`config.mk`:
```
export PLATFORM = sky130hd
export DESIGN_NAME = dmem_access_ctrl
export DESIGN_NICKNAME = d
export VERILOG_FILES = /design/src/rtl/dmem_access_ctrl.sv
export SDC_FILE = /design/constraint.sdc
export NUM_CORES = 1
export LEC_CHECK = 0
export CORE_MARGIN = 10
export CORE_UTILIZATION = 51
export DETAILED_ROUTE_END_ITERATION = 12
export GPL_ROUTABILITY_DRIVEN = 1
export PLACE_DENSITY_LB_ADDON = 0.08
export SLEW_MARGIN = 40
export SYNTH_ARGS = -nofsm -noshare
export SYNTH_HDL_FRONTEND = slang
export SYNTH_SLANG_ARGS = --single-unit
```
`constraint.sdc`:
```
create_clock -name clk -period 3.6 [get_ports clk]
set_input_delay 0.72 -clock clk [delete_from_list [all_inputs] [get_ports clk]]
set_output_delay 0.72 -clock clk [all_outputs]
set_load 0.02 [all_outputs]
```
`src/rtl/dmem_access_ctrl.sv`:
```
// Data-memory initiator: runs LOAD, STORE and forward block COPY commands against
// a single-port memory with one-cycle registered read data, one response per command.
module dmem_access_ctrl #(
  parameter int ADDR_W = 9,
  parameter int DATA_W = 19
) (
  input  logic              clk,
  input  logic              rst_n,
  input  logic              req_valid,
  output logic              req_ready,
  input  logic [1:0]        req_op,
  input  logic [ADDR_W-1:0] req_base,
  input  logic [ADDR_W-1:0] req_offset,
  input  logic [DATA_W-1:0] req_wdata,
  input  logic [ADDR_W-1:0] req_dst,
  input  logic [ADDR_W-1:0] req_len,
  output logic              resp_valid,
  input  logic              resp_ready,
  output logic [DATA_W-1:0] resp_data,
  output logic              resp_err,
  output logic              busy,
  output logic [ADDR_W-1:0] mem_addr,
  output logic [DATA_W-1:0] mem_wdata,
  output logic              mem_write,
  output logic              mem_read,
  input  logic [DATA_W-1:0] mem_rdata
);

  typedef enum logic [2:0] {
    S_IDLE   = 3'd0,
    S_RD     = 3'd1,
    S_CAP    = 3'd2,
    S_WR     = 3'd3,
    S_CP_RD  = 3'd4,
    S_CP_CAP = 3'd5,
    S_CP_WR  = 3'd6,
    S_RESP   = 3'd7
  } state_t;

  localparam logic [1:0] OP_LOAD  = 2'b00;
  localparam logic [1:0] OP_STORE = 2'b01;
  localparam logic [1:0] OP_COPY  = 2'b10;

  state_t              state_r, state_s;
  logic [ADDR_W-1:0]   addr_r;    // effective address, or COPY source pointer
  logic [ADDR_W-1:0]   dst_r;
  logic [ADDR_W-1:0]   remain_r;
  logic [ADDR_W-1:0]   len_r;
  logic [DATA_W-1:0]   data_r;    // STORE data, or COPY word buffer
  logic [DATA_W-1:0]   resp_data_r;
  logic                resp_err_r;

  // Next-state selection.
  always_comb begin
    state_s = state_r;
    case (state_r)
      S_IDLE: begin
        if (req_valid) begin
          case (req_op)
            OP_LOAD:  state_s = S_RD;
            OP_STORE: state_s = S_WR;
            OP_COPY:  state_s = (req_len == '0) ? S_RESP : S_CP_RD;
            default:  state_s = S_RESP;
          endcase
        end else begin
          state_s = S_IDLE;
        end
      end
      S_RD:     state_s = S_CAP;
      S_CAP:    state_s = S_RESP;
      S_WR:     state_s = S_RESP;
      S_CP_RD:  state_s = S_CP_CAP;
      S_CP_CAP: state_s = S_CP_WR;
      S_CP_WR:  state_s = (remain_r == ADDR_W'(1)) ? S_RESP : S_CP_RD;
      S_RESP:   state_s = resp_ready ? S_IDLE : S_RESP;
      default:  state_s = S_IDLE;
    endcase
  end

  // Memory strobes and handshake outputs decoded from registered state only.
  always_comb begin
    mem_read   = 1'b0;
    mem_write  = 1'b0;
    mem_addr   = '0;
    mem_wdata  = '0;
    case (state_r)
      S_RD, S_CP_RD: begin
        mem_read = 1'b1;
        mem_addr = addr_r;
      end
      S_WR: begin
        mem_write = 1'b1;
        mem_addr  = addr_r;
        mem_wdata = data_r;
      end
      S_CP_WR: begin
        mem_write = 1'b1;
        mem_addr  = dst_r;
        mem_wdata = data_r;
      end
      default: begin
        mem_read  = 1'b0;
        mem_write = 1'b0;
      end
    endcase
    req_ready  = (state_r == S_IDLE);
    busy       = (state_r != S_IDLE);
    resp_valid = (state_r == S_RESP);
    resp_data  = resp_data_r;
    resp_err   = resp_err_r;
  end

  // State register and datapath registers.
  always_ff @(posedge clk or negedge rst_n) begin
    if (!rst_n) begin
      state_r     <= S_IDLE;
      addr_r      <= '0;
      dst_r       <= '0;
      remain_r    <= '0;
      len_r       <= '0;
      data_r      <= '0;
      resp_data_r <= '0;
      resp_err_r  <= 1'b0;
    end else begin
      state_r <= state_s;
      case (state_r)
        S_IDLE: begin
          if (req_valid) begin
            addr_r      <= (req_op == OP_COPY) ? req_base : req_base + req_offset;
            dst_r       <= req_dst;
            remain_r    <= req_len;
            len_r       <= req_len;
            data_r      <= req_wdata;
            resp_data_r <= '0;
            resp_err_r  <= (req_op == 2'b11);
          end
        end
        S_CAP:    resp_data_r <= mem_rdata;
        S_CP_CAP: data_r      <= mem_rdata;
        S_CP_WR: begin
          addr_r   <= addr_r + ADDR_W'(1);
          dst_r    <= dst_r + ADDR_W'(1);
          remain_r <= remain_r - ADDR_W'(1);
          if (remain_r == ADDR_W'(1)) begin
            resp_data_r <= {{(DATA_W-ADDR_W){1'b0}}, len_r};
          end
        end
        S_RESP: begin
          if (resp_ready) begin
            resp_data_r <= '0;
            resp_err_r  <= 1'b0;
          end
        end
        default: begin
          addr_r <= addr_r;
        end
      endcase
    end
  end

endmodule

```
==> impl.org, run 1 <==
** Power and ir drop
- Static Leak :: 0.00263 uW
- IR analysis of the VDD net gives a maximum drop of 0.599 mV.
- The share of total power dissipated in sequential elements is 0.319.
- Clock power share :: 0.145
- For this design the total switching power over the nets is 2150 uW.
- Internal portion of total power :: 2960 uW
- Of the total power, the share spent switching nets is 0.421.
- Power density normalized to cell area :: 840 nW/um2
- The share of total power dissipated in combinational logic is 0.536.

** Clock tree
- Post-CTS resize count :: 0
- TritonCTS built the clock tree.
- Clock-pin slew was measured on the worst setup and hold paths at 80 ps.
- At the later pin of the worst-skew pair, clock insertion delay measures 340 ps.
- H-tree depth reported by CTS :: 3
- Number of clock sinks :: 78
- Number of buffers on the longest clock path :: 2
- In this run, CTS created clock tree buffers numbering 9.
- Post-CTS repair timing setup buffer count :: 0
- Hold repair after CTS inserted 0 buffers.
- Clock tree synthesis selected as its root buffer the cell clkbuf_8.

** Finish
- Signed area change from the synthesized netlist to the final layout :: 36.7%
- The number of antenna diodes in the final layout is 0.
- In the final layout, the share of cells above drive strength 1 is 0.0737.
- Final net count :: 712

** Synth
- Synthesized instance count :: 496
- Most used standard cell by instance count after synthesis :: nand2_1
- Yosys printed 0 warnings.
- Synth async-reset ratio :: 1.00
- Of the synthesized area, sequential elements account for 0.439.
- When the netlist entered floorplanning its net count stood at 589.
- In the synthesized netlist the dominant register cell turns out to be dfrtp_1.
- Biggest area consumer among synthesized cells :: dfrtp_1
- In this run, synthesis produced a sequential element count of 78.
- Average cell area after synthesis :: 8.97 um2
- Sorting the synthesized cells by area gives the leading types as dfrtp_1 (44%), nand2_1 (7.6%), a22o_1 (4.7%).
- Post-synth EDFFs :: 0
- Number of distinct library cell variants in the gate-level netlist after synthesis :: 56
- Counting instances in the post-synthesis netlist gives the leading cell types as nand2_1 (90), dfrtp_1 (78), nor2_1 (37), a22o_1 (24), a31oi_1 (24).
- Fraction of synthesized cell area taken by the top area cell type :: 0.439
- The cell area that synthesis handed to floorplanning was 4450 um2.

** Routing
- In the routed design, unresolved DRC markers number 0.
- Wirelength per Cell :: 18.4 um
- Summed over all layers, the routed wires come to 13.5 mm.
- Post-route antenna net violation count :: 0
- Using the TritonRoute via totals, the vias-per-cell ratio works out to 5.89.
- For this run, the detailed router's first-pass iteration total came to 4.
- Iter 0 DRT Violations :: 215
- The detailed router placed 4312 vias in this run.

** STA
- Summed over all failing endpoints, the final setup total negative slack is 0 ps.
- Hold is met by 388 ps.
- Dividing the final minimum period by the clock period gives 0.853.
- Achievable Freq :: 326 MHz
- At the pin with the least slew margin, the transition time is 737 ps.
- Final slew viol count :: 0
- The hold violation total from the final report is 0.
- After layout, the worst setup slack is 528 ps.
- Setup repair after global routing left no endpoint under its margin.
- Worst slew margin relative to its limit :: 0.509
- After layout, the minimum clock period comes to 3070 ps.
- Setup violations remaining at the end of the flow were counted as 0.
- Setup skew after layout :: 10.8 ps

** Global route
- GRT Total Usage :: 0.203
- First-pass GRT wire length :: 21.9 mm
- Vias in the first global route :: 4378
- Global routing finished with a remaining overflow of 0.
- Entering global routing, the biggest net connects 79 pins.
- Initial antenna violation count :: 0

** Placement
- In this run the tool buffered the top-level ports with 132 buffer cells.
- Prior to clock tree synthesis, the placed netlist has a worst setup slack of 576 ps.
- Routability-driven placement finished with a final weighted congestion of 0.915.
- The HPWL after detailed placement is 9.78 mm.

** Critical path
- Crit path capture type :: primary output
- Worst Path Max Fanout :: 20
- In this run the register-to-register setup slack is 1260 ps.
- Cells on worst reg2reg path :: 6
- Launching point of the worst reg2reg path :: state_r[1]
- Worst R2R End :: remain_r[3]
- Data required, critical path :: 2880 ps
- Data on the critical path arrives at its endpoint at 2350 ps.
- Setup Crit Path Kind :: register to primary output
- Type of element launching the critical path :: register

** Status
- Result of the run :: finished clean

** Min path
- Type of the most critical hold path :: input port to async pin

** Floorplanning
- Overall die area :: 12900 um2
- The die is 113 um wide.
- The initial utilization of the core area, before any placement, comes to 0.517.
- In this run the core area contains 34 standard-cell rows.
- The core region is 8590 um2.
- 133 I/O pins were placed.
- Die H :: 113 um

** Flow run
- The tool flagged a number of max-cap violations equal to 0.
[state kept, by name, indices dropped and copies added (netlist names)]
| signal | flops |
|---|---|
| state_r | 3 |
| resp_err | 1 |
| dst_r | 9 |
| remain_r | 9 |
| resp_data | 19 |
| addr_r | 9 |
| len_r | 9 |
| data_r | 19 |
[worst max-delay path, cell delays in order, from the launching register on]
cell and delay (ps):
dfrtp_1 520, inv_1 210, nand2_1 90, a21boi_1 150
buf_4 250, and2_1 160, clkdlybuf4s50_1 620
[routing by layer]
metal / up-vias / share of wire / GRT usage
li1: 2037 / - / -
met2: 174 / 0.49 / 0.335
met4: 0 / 0.017 / 0.0575
met1: 2079 / 0.43 / 0.263
met5: - / 0 / 0
met3: 22 / 0.064 / 0.0409
[layout make-up]
class	count	area [um2]
flip-flops and latches	78	1950
inverters	12	45.0
clock inverters	6	93.8
clock buffers	10	128
repair buffers	142	1400
fillers	690	2520
well taps	108	135
multi-input cells	376	2330
[power groups by stage]
stage / Clock, uW / Combinational [uW] / Sequential, uW
6_report: 738 / 2740 / 1630
3_5_place_dp: 0 / 2730 / 1640
3_3_place_gp: 0 / 2690 / 1620
4_1_cts: 746 / 2760 / 1630
5_1_grt: 782 / 2980 / 1690
2_1_floorplan: 0 / 1570 / 1660
[cell families (layout without fill, tap and decap cells)]
family | Yosys count | after routing | share of synthesized area
DFF | 78 | 78 | 0.439
buffers and inverters | 42 | 170 | 0.0380
xor gates and xnor gates | 7 | 7 | 0.0138
adders and majority gates | 13 | 13 | 0.0383
muxes | 13 | 13 | 0.0318
and+or+nand+nor | 216 | 216 | 0.234
AOI/OAI and AO/OA | 127 | 127 | 0.205
[per-stage QoR]
step | util | total power (uW) | instance area, um2 | cells
2_1_floorplan | - | 3220 | 4450 | 496
3_3_place_gp | 0.681 | 4300 | 5850 | 716
3_5_place_dp | 0.681 | 4370 | 5860 | 716
4_1_cts | 0.707 | 5130 | 6080 | 732
5_1_grt | 0.707 | 5450 | 6080 | 732
6_report | 0.707 | 5110 | 6080 | 732
[cell usage in the layout, fill, tap and decap left out, types with 4 or more instances in the layout]
| master | count |
|---|---|
| mux2_2 | 9 |
| o21ai_0 | 21 |
| buf_4 | 10 |
| o31a_1 | 4 |
| ha_1 | 12 |
| or3_1 | 5 |
| nor2_1 | 37 |
| nor4_1 | 4 |
| clkdlybuf4s50_1 | 131 |
| clkbuf_8 | 9 |
| nand2_1 | 90 |
| inv_1 | 12 |
| a31oi_1 | 24 |
| nor2b_1 | 6 |
| and3_1 | 9 |
| nor3_1 | 8 |
| nand3_1 | 15 |
| o22ai_1 | 5 |
| o311ai_0 | 4 |
| a22o_1 | 24 |
| o21a_1 | 6 |
| o211ai_1 | 4 |
| and2_1 | 23 |
| dfrtp_1 | 78 |
| mux2i_1 | 4 |
| xnor2_1 | 4 |
| a21oi_1 | 13 |
| nand2b_1 | 4 |
[worst max path at each step]
stage,from,endpoint,slack (ps)
6_report,state_r[0],mem_wdata[14],530
5_1_grt,state_r[0],mem_wdata[14],360
4_1_cts,state_r[0],mem_wdata[14],500
3_5_place_dp,req_base[0],addr_r[8],580
3_3_place_gp,req_base[0],addr_r[8],620
2_1_floorplan,state_r[0],mem_addr[1],1150
No activity file was read; power rests on OpenSTA's default activity.
==> run 2: changes to the inputs <==
Settings changed: PLACE_DENSITY set to 0.84, PLACE_DENSITY_LB_ADDON 0.08 to not set.
==> impl.org, run 2 (same netlist as run 1, synthesis figures left out) <==
** STA
- Minimum clock period :: 3150 ps (+73.5 ps)
- The setup TNS was 0 ps (unchanged).
- Setup skew after layout :: 10.0 ps (-0.760 ps)
- The slew at the pin with the worst max-slew slack came to 709 ps (-27.4 ps).
- Final slew viol count :: 0 (unchanged)
- Achievable Freq :: 318 MHz (-2.3%)
- The final critical-path share of the clock period is 0.874 (+0.0204).
- Worst slew margin relative to its limit :: 0.527 (+0.0182)
- Unrepaired setup endpoints after global routing :: false
- Count of endpoints failing setup in the final report :: 0 (unchanged)
- The hold violation total from the final report was 0 (unchanged).

** Floorplanning
- Area of the core :: 8590 um2 (unchanged)
- The die boundary height is 113 um (unchanged).
- Initial cell density of the core :: 0.517 (unchanged)
- The full die area came to 12900 um2 (unchanged).
- I/O pin total :: 133 (unchanged)
- Rows :: 34 (unchanged)
- Die width :: 113 um (unchanged)

** Critical path
- The largest fanout on the critical path was 15 (-25%).
- Arrival time worst endpoint :: 2430 ps (+80 ps)
- The worst setup path is captured at a primary output.
- The worst setup path is of the register to primary output kind.
- Type of element launching the critical path :: register
- Data required, critical path :: 2880 ps (about the same)

** Finish
- Sequential cell area :: 1950 um2 (unchanged)
- Commonest non-fill, non-tap cells in the layout :: clkdlybuf4s50_1 (131), nand2_1 (90), dfrtp_1 (78), nor2_1 (37)
- Leading cell type in the layout, fill and taps excluded :: clkdlybuf4s50_1
- Diode count :: 0 (unchanged)
- The final core utilization came to 0.707 (unchanged).
- The fraction of final layout cells sized beyond drive strength 1 was 0.0707 (-0.00298).
- The area growth from synthesis to layout was 36.7% (unchanged).
- Area occupied by multi-input gates :: 2330 um2 (unchanged)
- Final net count :: 710 (-0.28%)
- Fill cell instance count of the final layout :: 701 (+1.6%)

** Clock tree
- The TritonCTS buffer count was 9 (unchanged).
- Post-CTS repair timing setup buffer count :: 0 (unchanged)
- The number of levels the H-tree was split into was 3 (unchanged).
- Buffer cell driving the clock tree root :: clkbuf_8
- Clock tree from TritonCTS :: built
- Count of hold buffers inserted by post-cts repair :: 0 (unchanged)
- The number of clock sinks came to 78 (unchanged).
- The register clock-pin slew on the reported worst setup and hold paths was 80 ps (about the same).
- Number of buffers on the longest clock path :: 2 (unchanged)
- The later-pin clock latency in the skew report is 350 ps (about the same).
- Post-CTS resize count :: 0 (unchanged)

** Global route
- First-pass GRT wire length :: 22.5 mm (+3.0%)
- GRT Total Usage :: 0.213 (+0.0101)
- Initial antenna violation count :: 0 (unchanged)
- Sum of overflow across all layers after global routing :: 0 (unchanged)
- Maximum number of pins on one net before global-route repair :: 79 (unchanged)
- Vias in the first global route :: 4439 (+1.4%)

** Power and ir drop
- The total power density per cell area was 841 nW/um2 (+0.15%).
- Peak supply drop :: 0.701 mV (+17%)
- The static leakage came to 0.00262 uW (-0.50%).

** Routing
- The starting DRC count in detailed routing is 346 (+61%).
- The via count was 4340 (+0.65%).
- Overall routed net length :: 13.8 mm (+2.7%)
- Post-route antenna net violation count :: 0 (unchanged)
- The first-pass iteration count of the detailed router was 4 (unchanged).
- The post-route DRC violation count came to 0 (unchanged).
- The routed wirelength normalized by instance count came to 19.0 um (+3.0%).
- Post-DR vias/cell :: 5.95 (+0.93%)

** Flow run
- The max-cap check violation count is 0 (unchanged).

** Placement
- The HPWL after detailed placement came to 10.1 mm (+3.1%).
- Input/output buffers :: 132 (unchanged)
- Placer Congestion :: 0.839 (-8.3%)

** Min path
- In this run the worst hold path is classified as input port to async pin.

** Status
- The run finished with clean final reports.
-- run 2: changes by cell type in the layout (fill, tap and decap cells not counted), sizes merged --
cell	previous run	this run
clkinvlp	1	3
inv	13	12
buf	11	9
clkbuf	10	11
clkinv	2	0
-- run 2: final cells by class --
type	instances	share of cell area
multi-input combinational	376	0.383
sequential	78	0.321
timing repair buffer	140	0.230
clock buffer	11	0.0233
tap	108	0.0222
clock inverter	5	0.0136
inverter	12	0.00741
-- run 2: worst paths after layout --
check / slack [ps] / depth (start not counted) / startpoint / end
worst max register to register: 1240 / 6 / state_r[1] / remain_r[3]
worst max-delay path: 450 / 3 / state_r[1] / mem_addr[6]
min in group clk: 490 / 2 / len_r[0] / len_r[0]
max in group asynchronous: 2720 / 1 / rst_n / resp_data[14]
worst min-delay path: 390 / 1 / rst_n / resp_data[0]
worst min register to register: 490 / 2 / len_r[0] / len_r[0]
-- run 2: per-stage QoR --
stage | total power (uW) | instances | hold slack (ps) | worst slack, ps | cell area, um2
detailed placement | 4380 | 714 | 465 | 544 | 5850
floorplan | 3220 | 496 | 424 | 1150 | 4450
CTS | 5140 | 730 | 408 | 455 | 6080
global placement | 4290 | 714 | 462 | 651 | 5850
finish | 5110 | 730 | 395 | 455 | 6080
global route | 5480 | 730 | 432 | 304 | 6080
-- run 2: power by group --
part	internal, uW	total [uW]	switching [uW]
logic	1270	2740	1470
clock network	410	738	328
registers	1290	1640	346
total	2970	5110	2150
-- run 2: routing by layer --
layer / GRT usage / share of wire / vias to the layer above
met2: 0.344 / 0.48 / 172
met3: 0.0583 / 0.066 / 35
met4: 0.0871 / 0.030 / 0
met5: 0 / 0 / -
met1: 0.263 / 0.42 / 2106
li1: - / - / 2027
-- run 2: critical path, stage by stage (launching register included) --
cell and delay, ps:
dfrtp_1 610, nand3b_1 390, o21ai_0 390, clkdlybuf4s50_1 680
==> run 3: changes to the inputs <==
Settings changed: CORE_ASPECT_RATIO set to 0.7, GPL_ROUTABILITY_DRIVEN 1 to not set.
==> impl.org, run 3 (same netlist as run 1, synthesis figures left out) <==
** Clock tree
- TritonCTS built the clock tree.
- The maximum count of clock buffers along a single path was 2 (unchanged).
- Number of clock sinks :: 78 (unchanged)
- Post-CTS repair timing setup buffer count :: 0 (unchanged)
- Buffer cell driving the clock tree root :: clkbuf_16
- The later-pin clock latency in the skew report is 340 ps (about the same).
- The number of gates resized after cts came to 0 (unchanged).
- The number of buffers inserted by hold repair at cts was 0 (unchanged).
- The register clock-pin slew on the reported worst setup and hold paths is 60 ps (-20 ps).
- The TritonCTS buffer count is 9 (unchanged).
- H-tree depth reported by CTS :: 3 (unchanged)

** Floorplanning
- Overall die area :: 12900 um2 (+0.47%)
- I/O pin total :: 133 (unchanged)
- The core area is 8480 um2 (-1.3%).
- Die H :: 98.1 um (-13%)
- The count of standard-cell rows was 28 (-18%).
- The die boundary width came to 132 um (+16%).
- The initial core utilization is 0.524 (+0.00703).

** Routing
- 1st-pass router iterations :: 5 (+1)
- The routed wirelength normalized by instance count was 19.3 um (+1.7%).
- The number of nets still failing antenna checks after routing is 0 (unchanged).
- Post-DR vias/cell :: 5.92 (-0.44%)
- The post-route DRC violation count came to 0 (unchanged).
- The total detailed-routing wirelength came to 14.3 mm (+3.5%).
- The starting DRC count in detailed routing came to 504 (+46%).
- Overall via count from detail_route :: 4398 (+1.3%)

** STA
- Post-route worst setup slack :: 428 ps (-26.7 ps)
- Least-Margin Pin Slew :: 711 ps (+1.44 ps)
- Setup skew after layout :: 6.97 ps (-3.06 ps)
- Period utilization :: 0.881 (+0.00740)
- Final slew viol count :: 0 (unchanged)
- Worst slew margin relative to its limit :: 0.526 (-0.000958)
- The hold violation total from the final report is 0 (unchanged).
- The number of setup violations in the final report is 0 (unchanged).
- Achievable Freq :: 315 MHz (-0.84%)
- The shortest clock period the worst path allows after layout was 3170 ps (+26.7 ps).
- Setup repair after global routing left no endpoint under its margin.
- The setup TNS came to 0 ps (unchanged).

** Critical path
- Crit path capture type :: primary output
- The startpoint identified for the worst register-to-register timing path is state_r[1].
- Register-to-register setup slack :: 1130 ps (-110 ps)
- Arrival time worst endpoint :: 2450 ps (+20 ps)
- STA classifies the critical path startpoint as a register.
- The endpoint identified for the worst register-to-register timing path is addr_r[8].
- The path depth of the worst reg2reg path came to 6 (unchanged).
- The largest fanout on the critical path is 15 (unchanged).
- The required time of the worst setup path was 2880 ps (about the same).
- By startpoint and endpoint, the worst setup path is classified as register to primary output.

** Placement
- Worst slack at placement :: 516 ps (-28.7 ps)
- The number of I/O port buffers is 132 (unchanged).
- Total half-perimeter wirelength after legalization and detailed placement :: 10.3 mm (+2.6%)
- Placer Congestion :: 0.913 (+8.8%)

** Finish
- Leading cell type in the layout, fill and taps excluded :: clkdlybuf4s50_1
- Signed area change from the synthesized netlist to the final layout :: 38.9%
- Diode count :: 0 (unchanged)
- The net count reported at finish was 711 (+0.14%).
- Commonest non-fill, non-tap cells in the layout :: clkdlybuf4s50_1 (131), nand2_1 (90), dfrtp_1 (78), nor2_1 (37)
- Share of cells above drive strength 1 :: 0.0722 (+0.00149)
- The final core utilization came to 0.729 (+0.0216).

** Power and ir drop
- The proportion of power drawn by the clock network came to 0.179 (+0.035).
- The part of the power in registers is 0.305 (-0.015).
- Internal portion of total power :: 3160 uW (+6.7%)
- The static leakage was 0.00267 uW (+2.0%).
- The switching power is 2210 uW (+2.9%).
- Peak supply drop :: 0.671 mV (-4.2%)
- The switching portion of total power was 0.411 (-0.00877).
- The total power density per cell area was 870 nW/um2 (+3.4%).
- The combinational cell fraction of total power is 0.516 (-0.020).

** Global route
- GRT Total Usage :: 0.218 (+0.00480)
- Initial antenna violation count :: 0 (unchanged)
- Sum of overflow across all layers after global routing :: 0 (unchanged)
- First-pass GRT wire length :: 23.4 mm (+3.8%)
- The maximum number of pins on one net before global-route repair is 79 (unchanged).
- Vias in the first global route :: 4487 (+1.1%)

** Min path
- Type of the most critical hold path :: input port to async pin

** Status
- The run finished with clean final reports.

** Flow run
- The max-cap check violation count was 0 (unchanged).
==> run 3: cell types whose count changed in the layout (fill, tap and decap cells not counted) <==
cell,before,now
buf_12,1,0
clkinvlp_4,3,1
clkbuf_8,10,0
clkinv_4,0,1
clkinv_2,0,2
buf_4,7,9
clkbuf_16,0,9
==> run 3: worst max-delay path by stage <==
| stage | start | end |
|---|---|---|
| after floorplan | state_r[0] | mem_addr[1] |
| after global placement | req_base[0] | addr_r[8] |
| after detailed placement | req_base[0] | addr_r[8] |
| after CTS | state_r[1] | mem_addr[3] |
| after global routing | state_r[1] | mem_addr[0] |
| final | state_r[1] | mem_addr[3] |
==> run 3: critical path: stages, from the launching register on <==
cell	delay, ps
dfrtp_1	600
and3b_1	640
a22o_1	270
clkdlybuf4s50_1	610
==> run 3: per-stage QoR <==
step | cell area, um2 | hold WS (ps) | cells | total power (uW)
after floorplan | 4450 | 424 | 496 | 3220
after CTS | 6180 | 445 | 743 | 5380
after detailed placement | 5860 | 471 | 727 | 4380
after global placement | 5860 | 461 | 727 | 4300
after global routing | 6180 | 460 | 743 | 5710
final | 6180 | 403 | 743 | 5370
==> run 3: layout make-up <==
class	count	area [um2]
clock buffer	10	229
clock inverter	6	86.3
fill	645	2300
inverter	12	45.0
multi-input combinational	376	2330
sequential	78	1950
tap	120	150
timing repair buffer	141	1390
==> run 3: power by group through the flow <==
| stage | logic [uW] | clock network (uW) | registers [uW] |
|---|---|---|---|
| floorplan | 1570 | 0 | 1660 |
| global placement | 2680 | 0 | 1620 |
| detailed placement | 2750 | 0 | 1640 |
| CTS | 2780 | 974 | 1630 |
| global route | 3000 | 1020 | 1690 |
| finish | 2770 | 963 | 1640 |
==> run 3: per-layer routing <==
layer,GRT usage,part of all wire,vias to the layer above
li1,-,-,2033
met4,0.0546,0.016,0
met2,0.338,0.45,223
met1,0.290,0.44,2118
met5,0,0,-
met3,0.0681,0.087,24
